`config.mk`:
```
export PLATFORM = sky130hd
export DESIGN_NAME = crkt2_core_flat
export DESIGN_NICKNAME = d
export VERILOG_FILES = /design/src/rtl/crkt2_core_if.sv /design/src/rtl/crkt2_core.sv /design/src/flat_wrapper.sv
export SDC_FILE = /design/constraint.sdc
export NUM_CORES = 1
export LEC_CHECK = 0
export ABC_AREA = 1
export ABC_CLOCK_PERIOD_IN_PS = 1400
export BUFFER_PORTS_ARGS = -buffer_cell sky130_fd_sc_hd__buf_2
export CAP_MARGIN = 10
export CORE_AREA = 2 2 39 41
export DETAILED_ROUTE_END_ITERATION = 10
export DIE_AREA = 0 0 41 43
export PLACE_DENSITY = 0.34
export SETUP_SLACK_MARGIN = 0.15
export SLEW_MARGIN = 0
export SYNTH_ARGS = -nofsm -noshare
export SYNTH_HDL_FRONTEND = slang
export SYNTH_SLANG_ARGS = --single-unit
```
`constraint.sdc`:
```
create_clock -name clk -period 1.4 [get_ports clk]
set_input_delay 0 -clock clk [delete_from_list [all_inputs] [get_ports clk]]
set_output_delay 0 -clock clk [all_outputs]
set_load 0.05 [all_outputs]
```
`src/rtl/crkt2_core_if.sv`:
```
// Signal bundle for crkt2_core: the three function inputs and the registered/combinational results.
interface crkt2_core_if;
  logic       a;
  logic       b;
  logic       c;
  logic       y;
  logic       y_comb;
  logic [2:0] idx;
  logic       y_rise;
  logic       y_fall;

  modport master (
    output a, b, c,
    input  y, y_comb, idx, y_rise, y_fall
  );

  modport slave (
    input  a, b, c,
    output y, y_comb, idx, y_rise, y_fall
  );
endinterface

```
`src/rtl/crkt2_core.sv`:
```
// Registered three-input truth-table lookup with optional input stage,
// combinational tap, sampled minterm index and y edge flags.
module crkt2_core #(
  parameter logic [7:0]  TRUTH_TABLE = 8'hD1,
  parameter int unsigned IN_REG      = 0,
  parameter logic        RESET_Y     = 1'b0
) (
  input  logic       clk,
  input  logic       reset,
  crkt2_core_if.slave bus
);

  logic [2:0] abc;
  logic [2:0] sample;
  logic       y_next;

  assign abc        = {bus.a, bus.b, bus.c};
  assign bus.y_comb = TRUTH_TABLE[abc];

  generate
    if (IN_REG != 0) begin : g_in_reg
      logic [2:0] in_q;

      always_ff @(posedge clk) begin
        if (reset) in_q <= '0;
        else       in_q <= abc;
      end

      assign sample = in_q;
    end else begin : g_no_in_reg
      assign sample = abc;
    end
  endgenerate

  assign y_next = TRUTH_TABLE[sample];

  // Flags compare against the pre-edge y so they land in the same cycle as the new y.
  always_ff @(posedge clk) begin
    if (reset) begin
      bus.y      <= RESET_Y;
      bus.idx    <= '0;
      bus.y_rise <= 1'b0;
      bus.y_fall <= 1'b0;
    end else begin
      bus.y      <= y_next;
      bus.idx    <= sample;
      bus.y_rise <= ~bus.y & y_next;
      bus.y_fall <= bus.y & ~y_next;
    end
  end

endmodule

```
`src/flat_wrapper.sv`:
```
// flat-port wrapper written by rule: the top's interface ports become plain ports
module crkt2_core_flat 
#(
  parameter logic [7:0]  TRUTH_TABLE = 8'hD1,
  parameter int unsigned IN_REG      = 0,
  parameter logic        RESET_Y     = 1'b0
)
  (clk, reset, bus_a, bus_b, bus_c, bus_y, bus_y_comb, bus_idx, bus_y_rise, bus_y_fall);
  crkt2_core_if bus_i ();
  input  logic clk;
  input  logic reset;
  input wire logic [$bits(bus_i.a)-1:0] bus_a;
  input wire logic [$bits(bus_i.b)-1:0] bus_b;
  input wire logic [$bits(bus_i.c)-1:0] bus_c;
  output wire logic [$bits(bus_i.y)-1:0] bus_y;
  output wire logic [$bits(bus_i.y_comb)-1:0] bus_y_comb;
  output wire logic [$bits(bus_i.idx)-1:0] bus_idx;
  output wire logic [$bits(bus_i.y_rise)-1:0] bus_y_rise;
  output wire logic [$bits(bus_i.y_fall)-1:0] bus_y_fall;
  assign bus_i.a = bus_a;
  assign bus_i.b = bus_b;
  assign bus_i.c = bus_c;
  assign bus_y = bus_i.y;
  assign bus_y_comb = bus_i.y_comb;
  assign bus_idx = bus_i.idx;
  assign bus_y_rise = bus_i.y_rise;
  assign bus_y_fall = bus_i.y_fall;
  crkt2_core #(.TRUTH_TABLE(TRUTH_TABLE), .IN_REG(IN_REG), .RESET_Y(RESET_Y)) u_core (.clk(clk), .reset(reset), .bus(bus_i));
endmodule
```
* Yosys cells after proc, flatten, opt, wreduce, memory -nomap -nowiden
Memories as Yosys holds them, arrays and structs flattened.
Index checks and enable logic that the tools add are counted.
** Word-level totals
- Bits in registers :: 6
- Memory bits (read-only) :: 8
- Input port bits :: 5
- Output and inout bits :: 7
- Word-level logic and storage cells :: 11
- Memories :: 1
** Cells by class
- Order comparisons :: 1
- Muxes and demuxes :: 1
- Bitwise logic cells :: 4
** Memory list
- (name not given) :: words 8, bits a word 1, rd ports 1, clocked after memory_dff 0, wr ports 0, line crkt2_core.sv:18 : assign bus.y_comb = TRUTH_TABLE[abc];
** Operators with widths (count)
- < comparator 3 x 4 -> 1 bit, second input constant :: 1
- AND 1 bit :: 2
- NOT 1 bit :: 2
- two-way mux 1 bit :: 1

* Depth between registers and ports, before layout
- Word-level depth :: 4
- Gate-level depth with buffers :: 5
- Gate-level depth less buffers :: 5

* Worst setup path after synthesis
OpenSTA, ideal clock, no wires.
- Kind :: register to register
- Start point :: register u_core.bus.y
- End point :: register u_core.bus.y_fall
- Library setup time :: 0.064 ns
- Data arrival time :: 0.863 ns
- Slack :: 0.473 ns
- Cell stages (with the launch flop) :: 3
- Buffers on the path :: 0
- Path through :: dfxtp_1 -> nand2_1 -> nor2_2
** Between the ends
- Cells in the longest elaborated chain, start to end :: 1
** Ends and longest elaborated chain
- start: declaration :: line crkt2_core_if.sv:19 : output y, y_comb, idx, y_rise, y_fall
- start signal: assignment :: line crkt2_core.sv:45 : bus.y <= y_next;
- AND 1 bit :: line crkt2_core.sv:48 : bus.y_fall <= bus.y & ~y_next;
- end signal: assignment :: line crkt2_core.sv:48
- end: declaration :: line crkt2_core_if.sv:19
Every way passes these cells.
A chain may end at the register's enable or synchronous reset.

* Final worst setup path
- Start point :: input port reset
- End point :: register u_core.bus.idx[2]
** RTL lines
- start: declaration :: line flat_wrapper.sv:11 : input logic reset;
- end signal: assignment :: line crkt2_core.sv:46 : bus.idx <= sample;
- end: declaration :: line crkt2_core_if.sv:19
No word-level cell between the ends.

==> impl_metrics.json <==
{
  "clock.fmax_mhz": 877,
  "cp_max_fo": 4,
  "routed_wirelength_um": 361,
  "design_area_um2": 324,
  "drt_iter0_drc": 0,
  "hold_path_class": "primary input to flip-flop",
  "clock_sinks": 6,
  "wl_met2_um": 222,
  "synth_cell_types": 8,
  "cts_resized": 0,
  "cts-buffers-inserted": 3,
  "area_delta_synth_final_pct": 65.0,
  "coreArea_um2": 1380,
  "slew_headroom_pct": 83.4,
  "worstMarginPinSlew_ns": 0.251,
  "globalRouteOverflowTotal": 0,
  "place.gp.congestion": 0.758,
  "grt_pass1_vias": 174,
  "status": "finished clean",
  "power_mw": 0.422,
  "std_cell_rows": 14,
  "avgRoutedWirePerCell_um": 6.56,
  "cts-htree-levels": 1,
  "synthesis.area_um2": 196,
  "met3WireLength_um": 15,
  "finalHoldViolCount": 0,
  "clk_pin_slew_ns": 0.04,
  "setup_violations": 0,
  "worstPathRequired_ns": 1.58,
  "die_height_um": 43,
  "clock_path_buffers": 2,
  "layout_common_cells": "11 x buf_2, 6 x dfxtp_1, 5 x inv_1",
  "die_w_um": 41,
  "cts_tree": "built",
  "io_buffers": 11,
  "vias_per_cell": 3.24,
  "grt_use_total_pct": 5.43,
  "design.die.area_um2": 1760,
  "drive_above_1_share_pct": 51.3,
  "synthesis.nets": 27,
  "cp_num_buf_inv": 3,
  "first_pass_iters": 1,
  "critical_path_arrival_ns": 1.32,
  "fin_skew_ns": 0.0000806,
  "maxSlewViolCount": 0,
  "layout_commonest_cell": "buf_2",
  "path_class": "primary input to flip-flop",
  "postSynthAreaPerCell_um2": 8.93,
  "dp_hpwl_um": 297,
  "start_kind": "primary input",
  "yosysWarnings": 0,
  "initial_core_util_pct": 14.2,
  "ir_worst_vdd_uv": 282,
  "endpoint_kind": "flip-flop",
  "fillCellCount": 160,
  "dr.max_layer_used": "met4",
  "clock_latency_ns": 0.24,
  "placed_area_um2": 272,
  "cpPeakStageDelay_ns": 0.55,
  "syn_inst": 22,
  "period_share_pct": 81.4,
  "layout.nets": 46,
  "via_count": 178,
  "ios": 12,
  "multi_input_area_um2": 53.8,
  "antenna_found_initial": 0,
  "slowest_stage": "dlygate4sd3_1",
  "synth-seq-area-share_pct": 61.1,
  "n_antenna_cell": 0,
  "grt_pass1_wl_um": 565,
  "fin_crit_ns": 1.14,
  "cts_root_buf": "clkbuf_4",
  "cellLeakagePower_nw": 0.183,
  "antenna_left": 0,
  "seq_area_um2": 120,
  "drv_cap": 0,
  "synth_seq_cells": 6,
  "timing.reg2reg.setup_slack_ns": 0.83,
  "powerDensity_nw_per_um2": 1300,
  "met1_length_um": 109,
  "finalSetupTns_ns": 0,
  "crit_top_cell": "dlygate4sd3_1",
  "critical_path.cell_chain": "dlygate4sd3_1 > buf_2 > nor2_1 > dlygate4sd3_1",
  "rsz0062_at_grt": "no",
  "grt_max_degree": 5,
  "drc": 0,
  "crit_family": "buffers and inverters"
}
==> final timing paths <==
| path | start | end | cells after the start |
|---|---|---|---|
| setup / recovery | reset | u_core.bus.idx[2] | 4 |
| hold / removal | bus_b | u_core.bus.idx[1] | 3 |
| setup reg to reg | u_core.bus.y | u_core.bus.y_fall | 2 |
| hold reg to reg | u_core.bus.y | u_core.bus.y_rise | 1 |
==> state kept, by name, summed over array words and instances, names as in the netlist <==
name and count:
u_core.bus.y_fall 1, u_core.bus.idx 3, u_core.bus.y 1, u_core.bus.y_rise 1
==> Yosys cell counts <==
cell     instances  share of area (%)
dfxtp_1          6                 61
inv_1            5                9.6
nor2_1           3                5.7
nand2_1          2                3.8
nand2_2          2                6.4
nor2_2           2                6.4
inv_2            1                1.9
nand3_2          1                5.1
==> worst min-delay path: stages <==
cell	delay, ns
buf_2	0.09
inv_1	0.05
nor2_1	0.07
==> cells by family after synthesis <==
family	Yosys count	share of synthesized area, %
buffers and inverters	6	11.5
DFF	6	61.1
and+or+nand+nor	10	27.4
==> power breakdown <==
part | switching (mW) | total (mW) | internal [mW]
Combinational | 0.0612 | 0.0851 | 0.0239
Sequential | 0.00298 | 0.184 | 0.181
Clock | 0.0563 | 0.153 | 0.0965
Total | 0.121 | 0.422 | 0.302
==> final cells by class <==
cell class | instances | share of cell area [%]
sequential | 6 | 37.1
timing repair buffer | 14 | 26.3
multi-input combinational | 10 | 16.6
clock buffer | 3 | 6.95
inverter | 6 | 6.95
tap | 16 | 6.18
==> repair_timing <==
| item | 4_1_cts | 5_1_grt |
|---|---|---|
| hold buffers | 3 | 0 |
| endpoints found under the hold margin | 3 | 0 |
| setup endpoints to repair | 0 | 0 |
| buffers inserted | 0 | 0 |
==> routing by layer <==
layer | vias to the layer above | GRT usage (%)
met4 | 0 | 10.0
met2 | 5 | 7.81
met3 | 2 | 1.57
li1 | 95 | -
met5 | - | 0
met1 | 76 | 3.56
==> per-stage QoR <==
step                cells  hold WS (ns)  worst slack [ns]  util, %
floorplan              22        0.0712             0.473        -
global placement       49         0.206             0.795     19.6
detailed placement     49         0.211             0.783     19.6
CTS                    55       0.00292             0.292     23.4
global route           55        0.0203             0.206     23.4
finish                 55       0.00716             0.260     23.4
Power figures use the tool's default switching activity.
